==> src/rtl/sccb_init_pkg.sv <==
// Shared types and constants for the SCCB register-init sequencer.
// Optional readback build: define SCCB_READBACK_EN.
package sccb_init_pkg;

   typedef enum logic [3:0] {
      S_IDLE,
      S_PWR_OFF,
      S_PWR_ON,
      S_FETCH,
      S_DECODE,
      S_ISSUE,
      S_WAIT_ACK,
      S_DELAY,
      S_DONE,
      S_FAIL,
      S_RD_ISSUE,
      S_RD_WAIT
   } state_t;

   localparam logic [15:0] END_MARK = 16'hFFFF;
   localparam logic [15:0] DLY_MARK = 16'hFFFE;

   // Table entry layout: {reg_addr[15:0], data[7:0]}
   localparam int unsigned ADDR_HI = 23;
   localparam int unsigned ADDR_LO = 8;
   localparam int unsigned DATA_HI = 7;
   localparam int unsigned DATA_LO = 0;

   function automatic int unsigned max_u(input int unsigned a, input int unsigned b);
      return (a > b) ? a : b;
   endfunction

endpackage

==> src/rtl/sccb_init_timer.sv <==
// Loadable down-counter with a zero flag; shared by the power, delay and
// response-timeout waits of the init sequencer.
module sccb_init_timer #(
   parameter int unsigned W = 16
) (
   input  logic         clk,
   input  logic         rst,
   input  logic         load,
   input  logic [W-1:0] load_val,
   output logic         zero_c
);

   logic [W-1:0] cnt_q;

   always_ff @(posedge clk) begin
      if (rst) begin
         cnt_q <= '0;
      end else if (load) begin
         cnt_q <= load_val;
      end else if (cnt_q != '0) begin
         cnt_q <= cnt_q - W'(1);
      end
   end

   assign zero_c = (cnt_q == '0);

endmodule

==> src/rtl/sccb_init_sequencer.sv <==
// Walks a register-init ROM and issues one SCCB write per entry, with camera
// power sequencing and in-table delays. Define SCCB_READBACK_EN to verify each write.
module sccb_init_sequencer
   import sccb_init_pkg::*;
#(
   parameter int unsigned ROM_AW         = 8,
   parameter int unsigned PWR_CYCLES     = 1000000,
   parameter int unsigned MS_CYCLES      = 100000,
   parameter int unsigned TIMEOUT_CYCLES = 65535,
   parameter int unsigned MAX_RETRY      = 2
) (
   input  logic              clk,
   input  logic              rst,
   input  logic              start,
   output logic [ROM_AW-1:0] rom_addr,
   input  logic [23:0]       rom_data,
   output logic              sccb_req,
   output logic              sccb_rw,
   output logic [15:0]       sccb_reg_addr,
   output logic [7:0]        sccb_wdata,
   input  logic              sccb_ack,
   input  logic              sccb_nack,
   input  logic [7:0]        sccb_rdata,
   output logic              cam_gpio,
   output logic              busy,
   output logic              done,
   output logic              error,
   output logic [ROM_AW-1:0] err_index
);

   localparam int unsigned DLY_W   = $clog2(255 * MS_CYCLES + 1);
   localparam int unsigned PWR_W   = max_u(1, $clog2(PWR_CYCLES));
   localparam int unsigned TO_W    = max_u(1, $clog2(TIMEOUT_CYCLES));
   localparam int unsigned TMR_W   = max_u(max_u(DLY_W, PWR_W), TO_W);
   localparam int unsigned RETRY_W = max_u(1, $clog2(MAX_RETRY + 1));

   state_t              state_q, state_d;
   logic [ROM_AW-1:0]   rom_addr_d, err_index_d;
   logic [RETRY_W-1:0]  retry_q, retry_d;
   logic [15:0]         reg_addr_d;
   logic [7:0]          wdata_d;
   logic                done_d, error_d, advance;
   logic [15:0]         entry_addr;
   logic [7:0]          entry_data;
   logic                tmr_load, tmr_zero_c;
   logic [TMR_W-1:0]    tmr_val, dly_val;

   assign entry_addr = rom_data[ADDR_HI:ADDR_LO];
   assign entry_data = rom_data[DATA_HI:DATA_LO];
   assign dly_val    = TMR_W'(entry_data) * TMR_W'(MS_CYCLES) - TMR_W'(1);

   // Next state, table walk, retry and sticky status
   always_comb begin
      state_d     = state_q;
      rom_addr_d  = rom_addr;
      retry_d     = retry_q;
      reg_addr_d  = sccb_reg_addr;
      wdata_d     = sccb_wdata;
      done_d      = done;
      error_d     = error;
      err_index_d = err_index;
      advance     = 1'b0;
      case (state_q)
         S_IDLE, S_DONE, S_FAIL: begin
            if (start) begin
               state_d    = S_PWR_OFF;
               done_d     = 1'b0;
               error_d    = 1'b0;
               retry_d    = '0;
               rom_addr_d = '0;
            end
         end
         S_PWR_OFF: if (tmr_zero_c) state_d = S_PWR_ON;
         S_PWR_ON:  if (tmr_zero_c) state_d = S_FETCH;
         S_FETCH:   state_d = S_DECODE;
         S_DECODE: begin
            if (entry_addr == END_MARK) begin
               state_d = S_DONE;
            end else if (entry_addr == DLY_MARK) begin
               if (entry_data == 8'h00) advance = 1'b1;
               else                     state_d = S_DELAY;
            end else begin
               reg_addr_d = entry_addr;
               wdata_d    = entry_data;
               state_d    = S_ISSUE;
            end
         end
         S_ISSUE: state_d = S_WAIT_ACK;
         // A simultaneous ack+nack is handled as a nack
         S_WAIT_ACK: begin
            if (sccb_nack) begin
               if (retry_q < RETRY_W'(MAX_RETRY)) begin
                  retry_d = retry_q + RETRY_W'(1);
                  state_d = S_ISSUE;
               end else begin
                  state_d = S_FAIL;
               end
            end else if (sccb_ack) begin
`ifdef SCCB_READBACK_EN
               retry_d = '0;
               state_d = S_RD_ISSUE;
`else
               advance = 1'b1;
`endif
            end else if (tmr_zero_c) begin
               state_d = S_FAIL;
            end
         end
         S_DELAY: if (tmr_zero_c) advance = 1'b1;
`ifdef SCCB_READBACK_EN
         S_RD_ISSUE: state_d = S_RD_WAIT;
         S_RD_WAIT: begin
            if (sccb_nack) begin
               if (retry_q < RETRY_W'(MAX_RETRY)) begin
                  retry_d = retry_q + RETRY_W'(1);
                  state_d = S_RD_ISSUE;
               end else begin
                  state_d = S_FAIL;
               end
            end else if (sccb_ack) begin
               if (sccb_rdata != sccb_wdata) state_d = S_FAIL;
               else                          advance = 1'b1;
            end else if (tmr_zero_c) begin
               state_d = S_FAIL;
            end
         end
`endif
         default: state_d = S_IDLE;
      endcase

      // Move to the next entry; the last table slot ends the sequence instead of wrapping
      if (advance) begin
         retry_d = '0;
         if (&rom_addr) begin
            state_d = S_DONE;
         end else begin
            state_d    = S_FETCH;
            rom_addr_d = rom_addr + ROM_AW'(1);
         end
      end
      if (state_d == S_DONE && state_q != S_DONE) done_d = 1'b1;
      if (state_d == S_FAIL && state_q != S_FAIL) begin
         error_d     = 1'b1;
         err_index_d = rom_addr;
      end
   end

   // Timer reloads on every state change with the wait that state needs
   always_comb begin
      tmr_load = (state_d != state_q);
      tmr_val  = '0;
      case (state_d)
         S_PWR_OFF, S_PWR_ON:   tmr_val = TMR_W'(PWR_CYCLES - 1);
         S_WAIT_ACK, S_RD_WAIT: tmr_val = TMR_W'(TIMEOUT_CYCLES - 1);
         S_DELAY:               tmr_val = dly_val;
         default:               tmr_val = '0;
      endcase
   end

   sccb_init_timer #(.W(TMR_W)) u_timer (
      .clk      (clk),
      .rst      (rst),
      .load     (tmr_load),
      .load_val (tmr_val),
      .zero_c   (tmr_zero_c)
   );

   always_ff @(posedge clk) begin
      if (rst) begin
         state_q       <= S_IDLE;
         rom_addr      <= '0;
         retry_q       <= '0;
         sccb_req      <= 1'b0;
         sccb_reg_addr <= '0;
         sccb_wdata    <= '0;
         cam_gpio      <= 1'b0;
         busy          <= 1'b0;
         done          <= 1'b0;
         error         <= 1'b0;
         err_index     <= '0;
      end else begin
         state_q       <= state_d;
         rom_addr      <= rom_addr_d;
         retry_q       <= retry_d;
         sccb_req      <= (state_d == S_WAIT_ACK) || (state_d == S_RD_WAIT);
         sccb_reg_addr <= reg_addr_d;
         sccb_wdata    <= wdata_d;
         cam_gpio      <= !(state_d inside {S_IDLE, S_PWR_OFF});
         busy          <= !(state_d inside {S_IDLE, S_DONE, S_FAIL});
         done          <= done_d;
         error         <= error_d;
         err_index     <= err_index_d;
      end
   end

`ifdef SCCB_READBACK_EN
   always_ff @(posedge clk) begin
      if (rst) sccb_rw <= 1'b0;
      else     sccb_rw <= (state_d == S_RD_ISSUE) || (state_d == S_RD_WAIT);
   end
`else
   logic unused_rdata;
   assign sccb_rw      = 1'b0;
   assign unused_rdata = ^sccb_rdata;
`endif

endmodule

==> config.mk <==
export PLATFORM = sky130hd
export DESIGN_NAME = sccb_init_sequencer
export DESIGN_NICKNAME = d
export VERILOG_FILES = /design/src/rtl/sccb_init_pkg.sv /design/src/rtl/sccb_init_timer.sv /design/src/rtl/sccb_init_sequencer.sv
export SDC_FILE = /design/constraint.sdc
export NUM_CORES = 1
export LEC_CHECK = 0
export BUFFER_PORTS_ARGS = -buffer_cell sky130_fd_sc_hd__buf_2
export CAP_MARGIN = 10
export CELL_PAD_IN_SITES_DETAIL_PLACEMENT = 0
export CELL_PAD_IN_SITES_GLOBAL_PLACEMENT = 2
export CORE_UTILIZATION = 37
export CTS_CLUSTER_DIAMETER = 120
export DETAILED_ROUTE_END_ITERATION = 10
export GPL_TIMING_DRIVEN = 1
export MAX_ROUTING_LAYER = met4
export PLACE_DENSITY = 0.9
export SLEW_MARGIN = 5
export SYNTH_ARGS = -nofsm -noshare
export SYNTH_HDL_FRONTEND = slang
export SYNTH_HIERARCHICAL = 1
export SYNTH_SLANG_ARGS = --single-unit
==> constraint.sdc <==
create_clock -name clk -period 11.63 [get_ports clk]
set_input_delay 1.7445 -clock clk [delete_from_list [all_inputs] [get_ports clk]]
set_output_delay 1.7445 -clock clk [all_outputs]
set_load 0.05 [all_outputs]
==> impl_metrics.yaml <==
status:
  outcome: "completed"
global_routing:
  grt_pass1_wl_mm: 23.6
  overflow: 0
  grt_pass1_vias: 4847
  grtUsageTotal_pct: 18.5
  antenna_found_initial: 0
  grt_max_degree: 66
floorplan:
  core_area_um2: 15200
  dieWidth_um: 127
  start_util_pct: 37.8
  num_io_pins: 83
  die_area_um2: 16000
  fp-row-count: 45
  die_h_um: 127
min_path:
  hold_class: "reg2reg"
  hp-start: "sccb_wdata[4]"
  holdPathStages: 2
  min_to: "sccb_wdata[4]"
timing:
  whs_ps: 452
  worst_slew_pin_slew_ps: 1130
  hold_viol: 0
  setup_viol: 0
  fin_setup_tns_ps: 0
  skew_ps: 13.2
  rsz0062_at_grt: "no"
  max_slew_margin_pct: 23.6
  period_needed_ps: 6240
  fin_crit_sh_pct: 53.7
  fmax_mhz: 160
  drv_slew: 0
critical_path:
  startpoint_type: "input port"
  rr_worst_depth: 15
  cp-end-kind: "flip-flop"
  worstPathArrival_ps: 6510
  critPathKind: "in2reg"
  r2r_start: "u_timer/cnt_q[7]"
  crit_required_ps: 11890
  r2r_setup_slack_ps: 7030
  reg2reg_to: "u_timer/cnt_q[24]"
  worst-path-max-fanout: 6
route:
  vias: 5188
  drt-initial-drc-count: 374
  first_pass_iters: 4
  vias_per_cell: 5.43
  totalWireLength_mm: 14.1
  wl_per_cell_um: 14.7
  ant_nets: 0
  drc: 0
pwr:
  p_switching_w: 0.000559
  ir_drop_v: 0.0000823
  p_comb_share_pct: 51.1
  intPower_w: 0.000733
  clockPowerShare_pct: 22.8
  seq_power_share_pct: 26.1
  powerDensity_nw_per_um2: 196
  p_leak_nw: 2.75
  switching_share_pct: 43.3
placement:
  dp_hpwl_mm: 10.5
  place_congestion: 0.881
  port_buffers: 73
clock_tree:
  htree_levels: 3
  clockRootBuffer: "clkbuf_16"
  clk_pin_slew_worst_paths_ps: 60
  clock_latency_ps: 340
  holdBufCountCts: 0
  cts_tree: "yes"
  cts_buffers: 9
  clkSinkCount: 76
  post-cts-setup-buffer-count: 0
  cts_buffer_depth: 2
  cts_resized: 0
finish:
  n_antenna_cell: 0
  multi_input_area_um2: 4030
  layout_commonest_cell: "nand2_1"
  drive_above_1_share_pct: 15.9
  finalNetCount: 872
  regArea_um2: 1520
  layout_common_cells: "nand2_1, dfxtp_1, buf_2"
  fillers: 1526
  syn_to_final_growth_pct: 14.7
logic_synthesis:
  synthFlopType: "dfxtp_1"
  async_reset_ff_share_pct: 0
  synth_seq_cells: 76
  synth_edf_count: 0
  ys_types: 71
  ys_seq_area_share_pct: 26.5
  syn_avg_cell_area_um2: 8.22
  syn_nets: 809
  synth-warning-count: 6
  yosysTopAreaCellShare_pct: 26.5
  yosys.area.top_type: "dfxtp_1"
  syn_inst: 699
  netlist_top_cells_area: "dfxtp_1, ha_1, nand2_1, a21oi_1, xnor2_1"
  syn_area_um2: 5740
run:
  drv_cap: 0
[critical path, cell delays in order]
cell      delay (ps)
buf_2            160
ha_1             340
ha_1             290
inv_1             50
fa_1             500
inv_1             60
fa_1             470
ha_1             360
a21o_1           250
a21oi_2          160
xnor2_1          160
nor4_4           350
nand4b_2         190
or4_4            560
or4_1            470
a21oi_1          170
nand2_1          100
o21ai_0          100
[sequential cells by signal (all words and copies together), names as in the netlist]
signal,count
err_index,8
retry_q,2
state_q,4
done,1
error,1
rom_addr,8
sccb_req,1
cam_gpio,1
sccb_reg_addr,16
busy,1
sccb_wdata,8
u_timer/cnt_q,25
[final cells by class]
type                            instances  area share [%]
Inverter                               22            1.25
Timing Repair Buffer                   79            6.23
Multi-Input combinational cell        574            61.2
Tap cell                              188            3.57
Sequential cell                        76            23.1
Clock inverter                          6            1.04
Clock buffer                           10            3.63
[cells in the mapped netlist, drive strengths merged, types with 11 or more instances]
master	number
nand2	103
dfxtp	76
fa	12
or3	11
nor2	50
xor2	20
o21ai	38
a21oi	72
nor3	14
xnor2	28
nand3	15
ha	61
nor4	15
clkbuf	22
inv	22
[power groups by stage]
stage               clock network (W)  logic [W]  registers [W]
floorplan                           0   0.000514       0.000348
global placement                    0   0.000650       0.000340
detailed placement                  0   0.000658       0.000342
CTS                          0.000302   0.000664       0.000336
global route                 0.000312   0.000741       0.000343
finish                       0.000295   0.000660       0.000337
[through the flow]
step | cell area (um2) | power (W) | utilization, % | std cells | worst slack, ps
6_report | 6590 | 0.00129 | 43.3 | 955 | 5390
5_1_grt | 6590 | 0.00140 | 43.3 | 955 | 5150
4_1_cts | 6590 | 0.00130 | 43.3 | 955 | 5390
3_5_place_dp | 6280 | 0.00100 | 41.3 | 939 | 5040
3_3_place_gp | 6280 | 0.000990 | 41.3 | 939 | 5110
2_1_floorplan | 5740 | 0.000861 | - | 699 | 5620
[cell families after synthesis]
family / Yosys count / share of synthesized area, %
adder cells (fa/ha/maj): 73 / 17.5
AO/OA/AOI/OAI: 176 / 19.2
buffers and inverters: 49 / 3.35
AND/OR/NAND/NOR: 266 / 24.0
flip-flops: 76 / 26.5
other: 1 / 0.0653
multiplexers: 10 / 1.76
XOR/XNOR: 48 / 7.65
[layer usage]
layer | vias to the layer above | global-route usage [%] | routed length, um
met5 | - | - | 0
li1 | 2633 | - | -
met2 | 95 | 28.4 | 6470
met3 | 11 | 3.50 | 438
met1 | 2449 | 25.2 | 7000
met4 | 0 | 4.39 | 146
[worst max path at each step]
stage / from / to / slack [ps] / cells after the start
3_3_place_gp: rom_data[2] / u_timer/cnt_q[24] / 5110 / 18
3_5_place_dp: rom_data[2] / u_timer/cnt_q[24] / 5040 / 18
4_1_cts: rom_data[2] / u_timer/cnt_q[24] / 5390 / 18
6_report: rom_data[2] / u_timer/cnt_q[24] / 5390 / 18
5_1_grt: rom_data[2] / u_timer/cnt_q[24] / 5150 / 18
2_1_floorplan: rom_data[2] / u_timer/cnt_q[24] / 5620 / 17
Power figures use the tool's default switching activity.
